--- src/rtl/mul_limb_pkg.sv ---
// mul_limb_pkg: shared types and defaults for the sequential limb multiplier.
//   mul_state_e  - FSM state encoding (IDLE, MUL, DONE)
//   W_DEF/N_DEF  - default limb width and limbs per operand
//   idx_width()  - width of the i/j limb counters, never below 1 bit
package mul_limb_pkg;

    typedef enum logic [1:0] {
        IDLE,
        MUL,
        DONE
    } mul_state_e;

    localparam int W_DEF = 16;
    localparam int N_DEF = 2;

    function automatic int idx_width(input int n);
        return (n <= 1) ? 1 : $clog2(n);
    endfunction

endpackage

--- src/rtl/mul_limb_seq_limb_mul.sv ---
// limb_mul: combinational W x W -> 2W unsigned limb multiplier.
//   a, b : W-bit unsigned limbs
//   p    : 2W-bit exact product
module limb_mul #(
    parameter int W = 16
) (
    input  logic [W-1:0]   a,
    input  logic [W-1:0]   b,
    output logic [2*W-1:0] p
);

    assign p = (2*W)'(a) * (2*W)'(b);

endmodule

--- src/rtl/mul_limb_seq.sv ---
// mul_limb_seq: sequential schoolbook multiplier, N-limb x N-limb -> 2N-limb,
// one limb product per cycle, valid/ready on both sides.
//   clk, rst             - rising-edge clock, synchronous active-high reset
//   in_valid / in_ready  - operand handshake; a and b sampled on accept only
//   a, b                 - N*W-bit operands, limb k = [k*W +: W]
//   out_valid / out_ready- result handshake; y held until out_ready
//   y                    - 2*N*W-bit product, updated only on entry to DONE
//   busy                 - high whenever the FSM is not in IDLE
// Optional build macro MUL_LIMB_SEQ_ZERO_SKIP_EN: a row whose A limb is zero
// is collapsed into a single cycle. Product values are identical either way.
//
// state | meaning
// IDLE  | waiting for operands, in_ready high
// MUL   | one limb product accumulated per cycle, j inner, i outer
// DONE  | product presented on y with out_valid, waiting for out_ready
module mul_limb_seq
    import mul_limb_pkg::*;
#(
    parameter int W = W_DEF,
    parameter int N = N_DEF
) (
    input  logic             clk,
    input  logic             rst,
    input  logic             in_valid,
    output logic             in_ready,
    input  logic [N*W-1:0]   a,
    input  logic [N*W-1:0]   b,
    output logic             out_valid,
    input  logic             out_ready,
    output logic [2*N*W-1:0] y,
    output logic             busy
);

    localparam int IW = idx_width(N);
    localparam int AW = 2 * N * W;
    localparam logic [IW-1:0] LAST = IW'(N - 1);

    mul_state_e      state;
    logic [N*W-1:0]  a_reg;
    logic [N*W-1:0]  b_reg;
    logic [AW-1:0]   acc;
    logic [AW-1:0]   acc_next;
    logic [IW-1:0]   i;
    logic [IW-1:0]   j;
    logic [W-1:0]    a_limb;
    logic [W-1:0]    b_limb;
    logic [2*W-1:0]  p;
    logic            skip_row;
    logic            last_step;

    assign a_limb = a_reg[int'(i)*W +: W];
    assign b_limb = b_reg[int'(j)*W +: W];

    limb_mul #(.W(W)) u_limb_mul (
        .a (a_limb),
        .b (b_limb),
        .p (p)
    );

    always_comb begin
        skip_row = 1'b0;
`ifdef MUL_LIMB_SEQ_ZERO_SKIP_EN
        // Only decided at the start of a row so a partially summed row never aborts.
        skip_row = (j == '0) && (a_limb == '0);
`endif
        // Full-width add: carries ripple through every upper limb.
        acc_next  = skip_row ? acc : acc + (AW'(p) << (W * (int'(i) + int'(j))));
        last_step = (i == LAST) && (skip_row || (j == LAST));
    end

    always_ff @(posedge clk) begin
        if (rst) begin
            state     <= IDLE;
            a_reg     <= '0;
            b_reg     <= '0;
            acc       <= '0;
            i         <= '0;
            j         <= '0;
            y         <= '0;
            out_valid <= 1'b0;
            in_ready  <= 1'b1;
            busy      <= 1'b0;
        end else begin
            case (state)
                IDLE: begin
                    if (in_valid && in_ready) begin
                        a_reg    <= a;
                        b_reg    <= b;
                        acc      <= '0;
                        i        <= '0;
                        j        <= '0;
                        in_ready <= 1'b0;
                        busy     <= 1'b1;
                        state    <= MUL;
                    end
                end
                MUL: begin
                    acc <= acc_next;
                    if (last_step) begin
                        y         <= acc_next;
                        out_valid <= 1'b1;
                        i         <= '0;
                        j         <= '0;
                        state     <= DONE;
                    end else if (skip_row || (j == LAST)) begin
                        j <= '0;
                        i <= i + 1'b1;
                    end else begin
                        j <= j + 1'b1;
                    end
                end
                DONE: begin
                    if (out_ready) begin
                        out_valid <= 1'b0;
                        in_ready  <= 1'b1;
                        busy      <= 1'b0;
                        state     <= IDLE;
                    end
                end
                default: begin
                    state     <= IDLE;
                    out_valid <= 1'b0;
                    in_ready  <= 1'b1;
                    busy      <= 1'b0;
                end
            endcase
        end
    end

endmodule

--- config.mk ---
export PLATFORM = sky130hd
export DESIGN_NAME = mul_limb_seq
export DESIGN_NICKNAME = d
export VERILOG_FILES = /design/src/rtl/mul_limb_pkg.sv /design/src/rtl/mul_limb_seq_limb_mul.sv /design/src/rtl/mul_limb_seq.sv
export SDC_FILE = /design/constraint.sdc
export NUM_CORES = 1
export LEC_CHECK = 0
export CELL_PAD_IN_SITES_DETAIL_PLACEMENT = 1
export CELL_PAD_IN_SITES_GLOBAL_PLACEMENT = 2
export CORE_MARGIN = 2
export CORE_UTILIZATION = 30
export CTS_BUF_LIST = sky130_fd_sc_hd__clkbuf_4
export DETAILED_ROUTE_END_ITERATION = 10
export GPL_TIMING_DRIVEN = 1
export PLACE_DENSITY = 0.72
export SYNTH_ARGS = -nofsm -noshare
export SYNTH_HDL_FRONTEND = slang
export SYNTH_SLANG_ARGS = --single-unit
--- constraint.sdc ---
create_clock -name clk -period 9.2 [get_ports clk]
set_clock_uncertainty 0.05 [all_clocks]
set_input_delay 2.76 -clock clk [delete_from_list [all_inputs] [get_ports clk]]
set_output_delay 2.76 -clock clk [all_outputs]
set_load 0.02 [all_outputs]
# Yosys cells after proc, flatten, opt, wreduce, memory -nomap -nowiden
# Index checks and enable logic that the tools add are counted.
# Widths: inputs -> output; s select.
# totals
word_cells	57
input_bits	68
rom_bits	0
ram_bits	0
latch_bits	0
out_inout_bits	67
ff_bits	199
n_memories	0
# classes
n_addsub	4
shifts	3
reduce_logical	11
bitwise_logic	2
div	0
order_cmp	0
eq_ne	6
muxes	20
n_mul	1
# ops
op	count
$pmux 64 s2	1
$add 64x64->64	1
$mux 64	1
$shiftx 32x6->16	2
$shl 32x6->64	1
$mul 16x16->32	1
$reduce_and 3->1	4
$mux 1	9
$pmux 1 s3	3
$mux 2	3
$ne 2x2->1 const B	3
$pmux 2 s3	1
$reduce_and 2->1	3
$pmux 1 s2	2
$ne 3x3->1 const B	1
$add 1x1->1 const B	2
$add 1x1->2	1
$eq 2x1->1 const B	1
$eq 2x2->1 const B	1
$logic_and 1x1->1	2
$logic_not 2->1	1
$not 1->1	2
$reduce_bool 2->1	1

# Longest topological paths before layout
# Gate-level depths: netlist (run 1).
# depth
ltp_word	5
ltp_mapped	38
depth_no_buf	34

# Cells and area by module
# Synthesis (run 1) repeated with hierarchy kept, for this count alone.
# unflattened
cells_unflattened	2488
hier_area_um2	20224.4
# modules_own_cells
module	cells_per_inst	n_inst	seq_area_each_um2	area_per_inst_um2
mul_limb_seq	1496	1	3983.8	11716.2
limb_mul	992	1	0.0	8508.2

# Worst setup path before layout (run 1)
# No wires, ideal clock.
# synth_path
path_type	register to register
from	reg i
to	reg y[63]
slack_ps	-306
stages_incl_launch_ff	36
path_buffers	4
period_less_slack_ps	9506
arrival_ps	9333
required_ps	9027
cell_sequence	dfxtp_1 > clkbuf_1 > buf_1 > clkbuf_1 > mux2i_1 > nor2_1 > fa_1 > inv_1 > fa_1 > inv_1 > fa_1 > fa_1 > fa_1 > inv_1 > fa_1 > inv_1 > ha_1 > a21o_1 > a21o_1 > a21oi_1 > o211ai_1 > a32oi_1 > o31ai_1 > o21a_1 > or4b_2 > o211ai_1 > ha_1 > buf_2 > a21oi_1 > o21ai_0 > a21oi_1 > o21ai_0 > a211o_1 > or4_4 > a211oi_1 > nor3_2
# synth_between
elab_chain_len	4
# synth_rtl
element	line	source
start: declaration	mul_limb_seq.sv:43	logic [IW-1:0] i;
start signal: assignment	mul_limb_seq.sv:107	i <= i + 1'b1;
$shiftx 32x6->16	mul_limb_seq.sv:51	assign a_limb = a_reg[int'(i)*W +: W];
$mul 16x16->32	mul_limb_seq_limb_mul.sv:12	assign p = (2*W)'(a) * (2*W)'(b);
$shl 32x6->64	mul_limb_seq.sv:67	acc_next = skip_row ? acc : acc + (AW'(p) << (W * (int'(i) + int'(j))));
$add 64x64->64	mul_limb_seq.sv:67	
end signal: assignment	mul_limb_seq.sv:100	y <= acc_next;
end: declaration	mul_limb_seq.sv:30	output logic [2*N*W-1:0] y,
# Several ways; a longest one is shown, not always the timed one.
# A chain may end at the register's enable or synchronous reset.

# Worst setup path after layout (run 1)
# layout_path
from	reg j
to	reg y[60]
# layout_between
elab_chain_len	4
# layout_rtl
element	line	source
start: declaration	mul_limb_seq.sv:44	logic [IW-1:0] j;
start signal: assignment	mul_limb_seq.sv:109	j <= j + 1'b1;
$shiftx 32x6->16	mul_limb_seq.sv:52	assign b_limb = b_reg[int'(j)*W +: W];
$mul 16x16->32	mul_limb_seq_limb_mul.sv:12	
$shl 32x6->64	mul_limb_seq.sv:67	
$add 64x64->64	mul_limb_seq.sv:67	
# Several ways; a longest one is shown, not always the timed one.

==> results of run 1 <==
stage by stage:
step | power (mW) | instance area, sq um | utilization (%) | instances
6_report | 2.20 | 25700 | 38.1 | 3767
5_1_grt | 2.33 | 25700 | 38.1 | 3767
4_1_cts | 2.19 | 24600 | 36.4 | 3723
3_5_place_dp | 1.66 | 24100 | 35.8 | 3689
3_3_place_gp | 1.65 | 24100 | 35.8 | 3689
2_1_floorplan | 1.32 | 20500 | - | 2599
worst paths after layout:
| path | start | to | slack [ns] |
|---|---|---|---|
| setup reg to reg | j$_SDFFE_PP0P_ | y[60]$_SDFFE_PP0P_ | 0.25 |
| hold reg to reg | y[30]$_SDFFE_PP0P_ | y[30]$_SDFFE_PP0P_ | 0.42 |
| setup / recovery | j$_SDFFE_PP0P_ | y[60]$_SDFFE_PP0P_ | 0.25 |
| hold / removal | y[30]$_SDFFE_PP0P_ | y[30]$_SDFFE_PP0P_ | 0.42 |
logic make-up after synthesis:
group | after synthesis | synth area share (%)
AOI/OAI and AO/OA | 571 | 17.8
xor gates and xnor gates | 77 | 3.28
adders and majority gates | 363 | 29.2
buffers and inverters | 396 | 7.37
DFF | 199 | 19.4
muxes | 67 | 3.45
and+or+nand+nor | 926 | 19.5
power by group through the flow:
| stage | Sequential [mW] | Combinational (mW) | Clock [mW] |
|---|---|---|---|
| after global routing | 0.922 | 0.844 | 0.562 |
| after CTS | 0.917 | 0.737 | 0.538 |
| after floorplan | 0.920 | 0.398 | 0 |
| final | 0.919 | 0.775 | 0.508 |
| after global placement | 0.933 | 0.714 | 0 |
| after detailed placement | 0.933 | 0.724 | 0 |
cell type report:
cell class              instances  area, sq um
repair buffers                396         3470
multi-input cells            2005        15900
clock inverters                15          159
inverters                     260          976
clock buffers                  17          128
fillers                      8007        41800
diodes                          2         5.00
flip-flops and latches        199         3990
well taps                     873         1090
worst max-delay path: cells and delay by family, from the launching register on:
family	cells	cell delay [ns]
and+or+nand+nor	6	1.19
DFF	1	0.40
AOI/OAI and AO/OA	11	2.28
buffers and inverters	10	1.27
muxes	1	0.20
adders and majority gates	8	3.52
per-layer routing:
layer,up-vias,part of all wire (%),GRT usage (%)
met3,83,2.7,2.04
met2,339,50,41.5
met5,-,0,0
li1,9317,-,-
met4,0,2.2,5.77
met1,9929,45,30.5
timing repair:
item                                   in CTS  in global routing
gates cloned                                0                  6
pin swaps                                   3                 66
resized for setup                          36                167
endpoints found under the hold margin       0                  0
setup endpoints to repair                  29                 71
buffers inserted                            2                 37
layout by cell type (no fill, tap or decap), types with 11 or more instances in the layout:
| cell | synthesis | final |
|---|---|---|
| inv_1 | 259 | 254 |
| o22ai_1 | 26 | 20 |
| dfxtp_1 | 199 | 197 |
| nand2b_1 | 11 | 11 |
| a21oi_1 | 243 | 224 |
| o21ai_0 | 70 | 52 |
| and3_1 | 22 | 21 |
| nand2_1 | 485 | 482 |
| o21ai_1 | 6 | 12 |
| ha_1 | 168 | 155 |
| xor2_1 | 36 | 33 |
| clkdlybuf4s50_1 | 0 | 133 |
| mux2_2 | 29 | 20 |
| or3_1 | 14 | 13 |
| xnor2_1 | 41 | 39 |
| clkbuf_4 | 0 | 17 |
| o21bai_1 | 24 | 22 |
| a31oi_1 | 26 | 24 |
| mux2i_1 | 37 | 27 |
| buf_6 | 2 | 13 |
| nor2_1 | 199 | 192 |
| buf_4 | 0 | 239 |
| nand3_1 | 73 | 70 |
| a21o_1 | 45 | 45 |
| fa_1 | 195 | 186 |
| o211ai_1 | 13 | 13 |
| nor3_1 | 32 | 26 |
| nand4_1 | 32 | 32 |
| and2_1 | 18 | 17 |
| a21oi_2 | 2 | 16 |
==> impl_metrics.prom, run 1 <==
# TYPE chip_impl_metric gauge
chip_impl_metric{name="floorplan.rows",unit=""} 95
chip_impl_info{name="ys_top_cells_by_count",value="nand2_1, inv_1, a21oi_1"} 1
chip_impl_metric{name="final_layout_size_suffix_gt1_share",unit="%"} 16.8
chip_impl_metric{name="count_of_endpoints_failing_setup_in_the_final_report",unit=""} 0
chip_impl_metric{name="cts-htree-levels",unit=""} 4
chip_impl_info{name="cts_tree",value="yes"} 1
chip_impl_info{name="hold_path_class",value="flip-flop to flip-flop"} 1
chip_impl_metric{name="drtAntennaViolNets",unit=""} 0
chip_impl_metric{name="gr-usage-all-layers",unit="%"} 23.4
chip_impl_metric{name="vias_per_cell",unit=""} 5.22
chip_impl_metric{name="sequential_group_share_of_total_power",unit="%"} 41.7
chip_impl_info{name="critPathSlowestCell",value="fa_2"} 1
chip_impl_metric{name="die_x",unit="um"} 266
chip_impl_info{name="grt_setup_unrepaired",value="yes"} 1
chip_impl_metric{name="cts_made_buffers",unit=""} 17
chip_impl_metric{name="p_comb_share",unit="%"} 35.2
chip_impl_metric{name="finalWorstSetupSlack",unit="ns"} 0.249
chip_impl_metric{name="grt_overflow_total",unit=""} 0
chip_impl_metric{name="pwr_density_cell",unit="nW/um^2"} 85.7
chip_impl_metric{name="hold_path_depth",unit=""} 2
chip_impl_metric{name="timing.slew.headroom",unit="%"} 34.7
chip_impl_metric{name="power.switching_fraction",unit="%"} 40.4
chip_impl_info{name="cts.root.buffer_cell",value="clkbuf_4"} 1
chip_impl_metric{name="port_buffers",unit=""} 134
chip_impl_metric{name="max_freq",unit="MHz"} 112
chip_impl_metric{name="max_cap_violations",unit=""} 0
chip_impl_metric{name="grt_start_max_net_pins",unit=""} 84
chip_impl_metric{name="critPathRequiredTime",unit="ns"} 9.90
chip_impl_metric{name="grt_first_pass_wirelength",unit="um"} 127000
chip_impl_metric{name="synthArstFlopShare",unit="%"} 0
chip_impl_metric{name="max_transition_viols_final",unit=""} 0
chip_impl_metric{name="placement_stage_worst_setup_slack",unit="ns"} -0.249
chip_impl_metric{name="grt_pass1_vias",unit=""} 21223
chip_impl_metric{name="synth_fp_nets",unit=""} 3030
chip_impl_metric{name="cts_sinks",unit=""} 199
chip_impl_info{name="critical_path.endpoint_type",value="flip-flop"} 1
chip_impl_metric{name="routed_wirelength",unit="um"} 82700
chip_impl_metric{name="synthesis.area_per_instance",unit="sq um"} 7.90
chip_impl_metric{name="min_period_over_period",unit="%"} 97.3
chip_impl_metric{name="clkPwrFrac",unit="%"} 23.1
chip_impl_metric{name="ys_seq_elements",unit=""} 199
chip_impl_metric{name="synthCells",unit=""} 2599
chip_impl_metric{name="crit_arrival",unit="ns"} 9.65
chip_impl_metric{name="final.hold.worst_slack",unit="ns"} 0.420
chip_impl_metric{name="max_stage_delay",unit="ns"} 0.59
chip_impl_metric{name="synth_enable_flop_cells",unit=""} 0
chip_impl_metric{name="cts-root-to-sink-buffers",unit=""} 2
chip_impl_metric{name="die-area",unit="sq um"} 70600
chip_impl_metric{name="dp_hpwl",unit="um"} 66300
chip_impl_metric{name="routed-via-count",unit=""} 19668
chip_impl_info{name="yosys_most_used_dff",value="dfxtp_1"} 1
chip_impl_metric{name="cts-hold-fix-buffers",unit=""} 0
chip_impl_info{name="synth.area.top_cells",value="dfxtp_1, fa_1, ha_1"} 1
chip_impl_metric{name="cp_max_fo",unit=""} 6
chip_impl_metric{name="power.static_leakage",unit="nW"} 11.0
chip_impl_info{name="setup.worst_path.start_class",value="flip-flop"} 1
chip_impl_metric{name="synth_cell_types",unit=""} 86
chip_impl_metric{name="final_nets",unit=""} 3310
chip_impl_metric{name="core_area",unit="sq um"} 67500
chip_impl_info{name="yosysMostFrequentCell",value="nand2_1"} 1
chip_impl_metric{name="irDropWorstVdd",unit="uV"} 85.8
chip_impl_metric{name="route.detailed.wl_per_inst",unit="um"} 21.9
chip_impl_metric{name="grt_antenna_before_repair",unit=""} 2
chip_impl_metric{name="worst-r2r-cell-count",unit=""} 36
chip_impl_metric{name="syn-cell-area",unit="sq um"} 20500
chip_impl_metric{name="switchingPower",unit="mW"} 0.889
chip_impl_metric{name="drt-initial-drc-count",unit=""} 908
chip_impl_metric{name="place_congestion",unit=""} 0.933
chip_impl_metric{name="tightestPinTransition",unit="ns"} 0.977
chip_impl_metric{name="insertion_delay",unit="ns"} 0.79
chip_impl_metric{name="detailedRoute.firstPassIterationCount",unit=""} 5
chip_impl_metric{name="die_height",unit="um"} 266
chip_impl_info{name="synth.largest_area_cell",value="dfxtp_1"} 1
chip_impl_metric{name="synth_seq_area_share",unit="%"} 19.4
chip_impl_info{name="timing.setup.critical_path_class",value="flip-flop to flip-flop"} 1
chip_impl_metric{name="finalHoldViolations",unit=""} 0
chip_impl_metric{name="cell_internal_pwr",unit="mW"} 1.31
chip_impl_info{name="run_status",value="completed"} 1
chip_impl_metric{name="period_minus_slack",unit="ns"} 8.95
chip_impl_metric{name="finalSetupTns",unit="ns"} 0
chip_impl_metric{name="areaGrowthSynthToFinish",unit="%"} 25.2
chip_impl_metric{name="floorplan.initialDensity",unit="%"} 30.4
chip_impl_metric{name="num_io_pins",unit=""} 135
chip_impl_metric{name="synthesis.yosys.warnings",unit=""} 0
chip_impl_metric{name="path_clk_slew",unit="ns"} 0.20
chip_impl_metric{name="synth_top_cell_area_share",unit="%"} 19.4
chip_impl_metric{name="remaining_drc_errors",unit=""} 0
chip_impl_info{name="reg_top3",value="acc x64, y x64"} 1
Note: power is estimated with default switching activity, not from simulation.
==> run 2, diff against run 1 <==
- PLACE_DENSITY: 0.72 -> 0.71
- SYNTH_HIERARCHICAL: not set -> 1
==> run 2 against run 1 <==
  * Cell count shrank 2.9%
  * Die area shrank 1.5%
  * Clock power grew 7.9%
  * Combinational power grew 0.8%
  * Core utilization shrank 0.56 points
  * Critical path type unchanged
==> impl_metrics.prom, run 2 <==
# TYPE chip_impl_metric gauge
chip_impl_info{name="run_status",value="completed"} 1
chip_impl_metric{name="synthArstFlopShare",unit="%"} 0
chip_impl_metric{name="syn-cell-area",unit="sq um"} 20200
chip_impl_metric{name="die_x",unit="um"} 264
chip_impl_metric{name="grt_overflow_total",unit=""} 0
chip_impl_info{name="synth.largest_area_cell",value="dfxtp_1"} 1
chip_impl_info{name="critical_path.endpoint_type",value="flip-flop"} 1
chip_impl_metric{name="floorplan.rows",unit=""} 95
chip_impl_metric{name="met2RoutedLength",unit="um"} 37400
chip_impl_metric{name="count_of_endpoints_failing_setup_in_the_final_report",unit=""} 0
chip_impl_metric{name="detailedRoute.firstPassIterationCount",unit=""} 4
chip_impl_info{name="synth.area.top_cells",value="dfxtp_1, fa_1, ha_1"} 1
chip_impl_info{name="critPathSlowestCell",value="fa_1"} 1
chip_impl_metric{name="synth_top_cell_area_share",unit="%"} 19.7
chip_impl_metric{name="route.detailed.wl_per_inst",unit="um"} 19.4
chip_impl_info{name="top_layer",value="met4"} 1
chip_impl_info{name="layout.cells.most_common",value="nand2_1"} 1
chip_impl_metric{name="vias_per_cell",unit=""} 4.99
chip_impl_metric{name="dp_hpwl",unit="um"} 58200
chip_impl_metric{name="critPathRequiredTime",unit="ns"} 9.88
chip_impl_metric{name="final_nets",unit=""} 3201
chip_impl_metric{name="max_cap_violations",unit=""} 0
chip_impl_metric{name="drt-initial-drc-count",unit=""} 693
chip_impl_metric{name="routed-via-count",unit=""} 18236
chip_impl_metric{name="port_buffers",unit=""} 134
chip_impl_info{name="cts.root.buffer_cell",value="clkbuf_4"} 1
chip_impl_metric{name="routedLengthMet1",unit="um"} 30100
chip_impl_metric{name="finalHoldViolations",unit=""} 0
chip_impl_metric{name="grt_pass1_vias",unit=""} 20053
chip_impl_metric{name="core_area",unit="sq um"} 66900
chip_impl_metric{name="grt_antenna_before_repair",unit=""} 2
chip_impl_metric{name="synth_seq_area_share",unit="%"} 19.7
chip_impl_metric{name="wl_met3",unit="um"} 1180
chip_impl_metric{name="synthesis.yosys.warnings",unit=""} 6
chip_impl_metric{name="switchingPower",unit="mW"} 0.871
chip_impl_info{name="yosysMostFrequentCell",value="nand2_1"} 1
chip_impl_info{name="grt_setup_unrepaired",value="yes"} 1
chip_impl_metric{name="ys_seq_elements",unit=""} 199
chip_impl_metric{name="cts_made_buffers",unit=""} 17
chip_impl_metric{name="die-area",unit="sq um"} 69500
chip_impl_metric{name="clkPwrFrac",unit="%"} 24.5
chip_impl_metric{name="grt_first_pass_wirelength",unit="um"} 112000
chip_impl_metric{name="synthCells",unit=""} 2488
chip_impl_metric{name="cell_internal_pwr",unit="mW"} 1.36
chip_impl_metric{name="sequential_group_share_of_total_power",unit="%"} 40.6
chip_impl_metric{name="path_clk_slew",unit="ns"} 0.22
chip_impl_metric{name="gr-usage-all-layers",unit="%"} 20.4
chip_impl_metric{name="finalSetupTns",unit="ns"} 0
chip_impl_metric{name="cts-htree-levels",unit=""} 4
chip_impl_metric{name="drtAntennaViolNets",unit=""} 0
chip_impl_metric{name="irDropWorstVdd",unit="uV"} 63.9
chip_impl_metric{name="cts-root-to-sink-buffers",unit=""} 2
chip_impl_metric{name="timing.slew.headroom",unit="%"} 20.0
chip_impl_metric{name="num_io_pins",unit=""} 135
chip_impl_metric{name="ff_latch_area",unit="sq um"} 3990
chip_impl_metric{name="floorplan.initialDensity",unit="%"} 30.2
chip_impl_metric{name="die_height",unit="um"} 264
chip_impl_metric{name="layout.cells.non_filler",unit=""} 3656
chip_impl_metric{name="cp_max_fo",unit=""} 8
chip_impl_metric{name="placement_stage_worst_setup_slack",unit="ns"} -0.595
chip_impl_info{name="setup.worst_path.start_class",value="flip-flop"} 1
chip_impl_metric{name="synth_cell_types",unit=""} 88
chip_impl_metric{name="detailed_place.area",unit="sq um"} 24000
chip_impl_metric{name="max_stage_delay",unit="ns"} 0.55
chip_impl_info{name="reg_top3",value="acc x64, y x64"} 1
chip_impl_metric{name="areaGrowthSynthToFinish",unit="%"} 24.1
chip_impl_metric{name="grt_start_max_net_pins",unit=""} 96
chip_impl_metric{name="final.fill_count",unit=""} 7954
chip_impl_metric{name="synth_enable_flop_cells",unit=""} 0
chip_impl_info{name="yosys_most_used_dff",value="dfxtp_1"} 1
chip_impl_metric{name="tightestPinTransition",unit="ns"} 1.20
chip_impl_info{name="cts_tree",value="yes"} 1
chip_impl_metric{name="post-place-cells",unit=""} 3609
chip_impl_metric{name="finalWorstSetupSlack",unit="ns"} 0.246
chip_impl_metric{name="min_period_over_period",unit="%"} 97.3
chip_impl_metric{name="power.static_leakage",unit="nW"} 11.2
chip_impl_metric{name="cts_sinks",unit=""} 199
chip_impl_metric{name="synth_fp_nets",unit=""} 2921
chip_impl_metric{name="final.hold.worst_slack",unit="ns"} 0.415
chip_impl_info{name="leading_cell_types_in_the_layout_fill_and_taps_excluded",value="nand2_1, buf_4, inv_1, a21oi_1, dfxtp_1"} 1
chip_impl_metric{name="p_comb_share",unit="%"} 34.9
chip_impl_metric{name="remaining_drc_errors",unit=""} 0
chip_impl_metric{name="final_layout_size_suffix_gt1_share",unit="%"} 17.0
chip_impl_metric{name="multiInputGateArea",unit="sq um"} 15400
chip_impl_metric{name="period_minus_slack",unit="ns"} 8.95
chip_impl_metric{name="insertion_delay",unit="ns"} 0.77
chip_impl_info{name="ys_top_cells_by_count",value="nand2_1, a21oi_1, inv_1"} 1
chip_impl_info{name="timing.setup.critical_path_class",value="flip-flop to flip-flop"} 1
chip_impl_metric{name="synthesis.area_per_instance",unit="sq um"} 8.13
chip_impl_metric{name="max_transition_viols_final",unit=""} 0
chip_impl_metric{name="place_congestion",unit=""} 0.920
chip_impl_metric{name="design_area",unit="sq um"} 25100
chip_impl_metric{name="max_freq",unit="MHz"} 112
chip_impl_metric{name="pwr_density_cell",unit="nW/um^2"} 89.0
chip_impl_info{name="hold_path_class",value="flip-flop to flip-flop"} 1
chip_impl_metric{name="crit_arrival",unit="ns"} 9.64
chip_impl_metric{name="power.switching_fraction",unit="%"} 38.9
chip_impl_metric{name="routed_wirelength",unit="um"} 71000
-- run 2: cell types whose count changed in the layout (fill, tap and decap cells not counted), moves of 12 or more --
cell     change
a22o_1      +29
a31oi_1     -13
and2_1     +124
and3_1      -12
buf_4       +21
mux2i_1     -13
nand3_1     -28
nor2_1     -111
nor2b_1     +13
o22ai_1     -18
xnor2_1     +15
-- run 2: cell type report --
type                    count  area share, %
repair buffers            399           13.4
multi-input cells        1904           61.3
flip-flops and latches    199           15.9
well taps                 873           4.35
inverters                 247           3.69
clock buffers              17          0.508
clock inverters            15          0.817
diodes                      2         0.0199
-- run 2: per-layer routing --
layer,GRT usage [%],vias up
met4,7.64,0
met5,0,-
met3,2.06,88
met1,23.6,9136
li1,-,8790
met2,38.6,222
-- run 2: logic make-up after synthesis --
family | count (synthesis) | share of synthesized area [%]
mux | 52 | 2.77
flops | 199 | 19.7
buf+inv | 385 | 7.47
xor+xnor | 87 | 3.77
simple gates | 874 | 19.9
fa+ha+maj | 365 | 29.8
compound gates | 526 | 16.6
-- run 2: worst max-delay path, delay by kind of cell, from the launching register on --
family                   cells  cell delay, ns
XOR/XNOR                     2            0.48
AND/OR/NAND/NOR              5            0.65
adder cells (fa/ha/maj)      8            3.65
buffers and inverters       12            1.42
multiplexers                 2            0.53
flip-flops                   1            0.40
AO/OA/AOI/OAI               10            1.71
-- run 2: stage by stage --
step	utilization, %	total power, mW
2_1_floorplan	-	1.33
3_3_place_gp	35.9	1.65
3_5_place_dp	35.9	1.67
4_1_cts	36.6	2.25
5_1_grt	37.5	2.37
6_report	37.5	2.24
-- run 2: path summary, 6_finish.rpt --
check	startpoint	endpoint	slack [ns]	cells after the start
setup reg to reg	i$_SDFFE_PP0P_	y[28]$_SDFFE_PP0P_	0.25	39
hold reg to reg	b_reg[18]$_SDFFE_PP0P_	b_reg[18]$_SDFFE_PP0P_	0.42	2
setup / recovery	i$_SDFFE_PP0P_	y[28]$_SDFFE_PP0P_	0.25	39
hold / removal	b_reg[18]$_SDFFE_PP0P_	b_reg[18]$_SDFFE_PP0P_	0.42	2
-- run 2: power groups by stage --
stage	combinational (mW)	clock, mW	sequential [mW]
detailed placement	0.743	0	0.924
global route	0.855	0.601	0.910
global placement	0.728	0	0.924
floorplan	0.413	0	0.918
finish	0.781	0.548	0.907
CTS	0.753	0.585	0.907
-- run 2: repair_timing --
action,in CTS,in global routing
pin swaps,1,47
hold buffers,0,0
gates resized for setup,28,120
endpoints found under the setup margin,53,76
setup buffers,1,12
==> run 3, diff against run 2 <==
- CTS_BUF_LIST: sky130_fd_sc_hd__clkbuf_4 -> not set
==> run 3 against run 2 <==
  * Register-to-register slack better by 0.07 ns
  * Worst setup slack better by 0.075 ns
  * Count of clock-buffer cells in the layout stayed put
  * Core utilization is 0.60 points higher
  * First-iteration DRC count is 7.5% lower
  * Global-route usage hardly changed
  * Worst hold slack worse by 0.010 ns
  * Sequential power hardly changed
  * Wire length is 0.14% higher
  * Combinational power is 1% higher
  * Clock power is 50% higher
  * Cell area is 1.6% higher
==> impl_metrics.prom, run 3 (synthesis gave the netlist of run 2 again) <==
# TYPE chip_impl_metric gauge
chip_impl_info{name="layout.cells.most_common",value="nand2_1"} 1
chip_impl_metric{name="cts-htree-levels",unit=""} 4
chip_impl_info{name="reg_top3",value="acc x64, y x64"} 1
chip_impl_metric{name="detailed_place.area",unit="sq um"} 24000
chip_impl_info{name="cts.root.buffer_cell",value="clkbuf_16"} 1
chip_impl_metric{name="cts-root-to-sink-buffers",unit=""} 2
chip_impl_metric{name="timing.slew.headroom",unit="%"} 20.7
chip_impl_metric{name="grt_overflow_total",unit=""} 0
chip_impl_metric{name="clkPwrFrac",unit="%"} 32.6
chip_impl_metric{name="switchingPower",unit="mW"} 0.906
chip_impl_metric{name="sequential_group_share_of_total_power",unit="%"} 36.0
chip_impl_metric{name="die_height",unit="um"} 264
chip_impl_metric{name="finalHoldViolations",unit=""} 0
chip_impl_metric{name="critPathRequiredTime",unit="ns"} 9.59
chip_impl_metric{name="final.fill_count",unit=""} 7900
chip_impl_metric{name="detailedRoute.firstPassIterationCount",unit=""} 4
chip_impl_metric{name="max_transition_viols_final",unit=""} 0
chip_impl_metric{name="cts_sinks",unit=""} 199
chip_impl_metric{name="grt_first_pass_wirelength",unit="um"} 112000
chip_impl_info{name="run_status",value="completed"} 1
chip_impl_metric{name="share_of_the_core_filled_with_cells_in_the_final_layout",unit="%"} 38.1
chip_impl_metric{name="areaGrowthSynthToFinish",unit="%"} 26.1
chip_impl_metric{name="remaining_drc_errors",unit=""} 0
chip_impl_metric{name="routed_wirelength",unit="um"} 71100
chip_impl_metric{name="power.static_leakage",unit="nW"} 11.4
chip_impl_info{name="hold_path_class",value="flip-flop to flip-flop"} 1
chip_impl_metric{name="finalSetupTns",unit="ns"} 0
chip_impl_metric{name="crit_arrival",unit="ns"} 9.27
chip_impl_metric{name="grt_antenna_before_repair",unit=""} 0
chip_impl_metric{name="final_nets",unit=""} 3202
chip_impl_metric{name="port_buffers",unit=""} 134
chip_impl_metric{name="gr-usage-all-layers",unit="%"} 20.4
chip_impl_metric{name="min_period_over_period",unit="%"} 96.5
chip_impl_metric{name="cell_internal_pwr",unit="mW"} 1.61
chip_impl_metric{name="vias_per_cell",unit=""} 5.00
chip_impl_metric{name="max_freq",unit="MHz"} 113
chip_impl_info{name="timing.setup.critical_path_class",value="flip-flop to flip-flop"} 1
chip_impl_info{name="leading_cell_types_in_the_layout_fill_and_taps_excluded",value="nand2_1, buf_4, inv_1, a21oi_1, dfxtp_1"} 1
chip_impl_metric{name="cp_max_fo",unit=""} 11
chip_impl_metric{name="ff_latch_area",unit="sq um"} 3990
chip_impl_metric{name="period_minus_slack",unit="ns"} 8.88
chip_impl_metric{name="grt_pass1_vias",unit=""} 20142
chip_impl_metric{name="count_of_endpoints_failing_setup_in_the_final_report",unit=""} 0
chip_impl_metric{name="floorplan.initialDensity",unit="%"} 30.2
chip_impl_metric{name="power.switching_fraction",unit="%"} 36.0
chip_impl_metric{name="die_x",unit="um"} 264
chip_impl_metric{name="multiInputGateArea",unit="sq um"} 15500
chip_impl_metric{name="cts-hold-fix-buffers",unit=""} 0
chip_impl_metric{name="insertion_delay",unit="ns"} 0.50
chip_impl_metric{name="core_area",unit="sq um"} 66900
chip_impl_info{name="critical_path.endpoint_type",value="flip-flop"} 1
chip_impl_metric{name="die-area",unit="sq um"} 69500
chip_impl_metric{name="max_cap_violations",unit=""} 0
chip_impl_metric{name="pwr_density_cell",unit="nW/um^2"} 98.6
chip_impl_metric{name="irDropWorstVdd",unit="uV"} 117
chip_impl_info{name="crit_top_cell",value="fa_1"} 1
chip_impl_metric{name="path_clk_slew",unit="ns"} 0.09
chip_impl_metric{name="drt-initial-drc-count",unit=""} 641
chip_impl_metric{name="cts_made_buffers",unit=""} 17
chip_impl_metric{name="p_comb_share",unit="%"} 31.4
chip_impl_metric{name="grt_start_max_net_pins",unit=""} 96
chip_impl_metric{name="design_area",unit="sq um"} 25500
chip_impl_info{name="setup.worst_path.start_class",value="flip-flop"} 1
chip_impl_metric{name="dp_hpwl",unit="um"} 58200
chip_impl_metric{name="final_layout_size_suffix_gt1_share",unit="%"} 17.3
chip_impl_info{name="critPathSlowestCell",value="fa_1"} 1
chip_impl_metric{name="max_stage_delay",unit="ns"} 0.54
chip_impl_info{name="cts_tree",value="yes"} 1
chip_impl_metric{name="floorplan.rows",unit=""} 95
chip_impl_metric{name="drtAntennaViolNets",unit=""} 0
chip_impl_metric{name="routed-via-count",unit=""} 18272
chip_impl_metric{name="num_io_pins",unit=""} 135
chip_impl_metric{name="tightestPinTransition",unit="ns"} 1.19
chip_impl_metric{name="antenna_cells",unit=""} 0
chip_impl_metric{name="place_congestion",unit=""} 0.920
chip_impl_metric{name="route.detailed.wl_per_inst",unit="um"} 19.5
run 3: stage by stage:
step           instances  power (mW)  setup WS (ns)  hold WS [ns]
2_1_floorplan       2488        1.33          0.129         0.380
3_5_place_dp        3609        1.67         -0.595         0.398
6_report            3655        2.51          0.320         0.405
4_1_cts             3642        2.51        0.00924         0.409
5_1_grt             3655        2.65        -0.0619         0.423
3_3_place_gp        3609        1.65         -0.562         0.392
run 3: final cells by class:
| class | count | area share [%] |
|---|---|---|
| inverter | 247 | 3.63 |
| tap | 873 | 4.28 |
| multi-input combinational | 1904 | 60.7 |
| timing repair buffer | 400 | 13.2 |
| clock buffer | 17 | 1.67 |
| clock inverter | 15 | 0.804 |
| sequential | 199 | 15.6 |
run 3: final timing paths:
path / to / from / slack (ns) / depth (start not counted)
worst max-delay path: y[56]$_SDFFE_PP0P_ / j$_SDFFE_PP0P_ / 0.32 / 32
worst min-delay path: b_reg[18]$_SDFFE_PP0P_ / b_reg[18]$_SDFFE_PP0P_ / 0.40 / 2
worst max register to register: y[56]$_SDFFE_PP0P_ / j$_SDFFE_PP0P_ / 0.32 / 32
worst min register to register: b_reg[18]$_SDFFE_PP0P_ / b_reg[18]$_SDFFE_PP0P_ / 0.40 / 2
run 3: repair_timing:
item                                    in CTS  in global routing
gates resized for setup                     29                134
setup buffers                                1                 14
endpoints found under the setup margin      51                 77
pin swaps                                    1                 51
run 3: per-layer routing:
layer	global-route usage [%]	routed length, um	vias to the layer above
met5	0	0	-
li1	-	-	8791
met1	23.7	29900	9147
met2	38.9	37700	240
met3	2.15	1370	94
met4	6.58	2170	0
run 3: critical path: cells and delay by family (launching register included):
kind | cells | cell delay [ns]
adders and majority gates | 8 | 3.70
AOI/OAI and AO/OA | 13 | 2.44
and+or+nand+nor | 5 | 0.92
muxes | 2 | 0.61
buffers and inverters | 3 | 0.57
DFF | 1 | 0.38
xor gates and xnor gates | 1 | 0.16
run 3: power by group through the flow:
stage,Clock [mW],Sequential (mW),Combinational (mW)
after CTS,0.851,0.904,0.755
after floorplan,0,0.918,0.413
after global routing,0.875,0.908,0.864
after detailed placement,0,0.924,0.743
final,0.820,0.904,0.790
after global placement,0,0.924,0.728
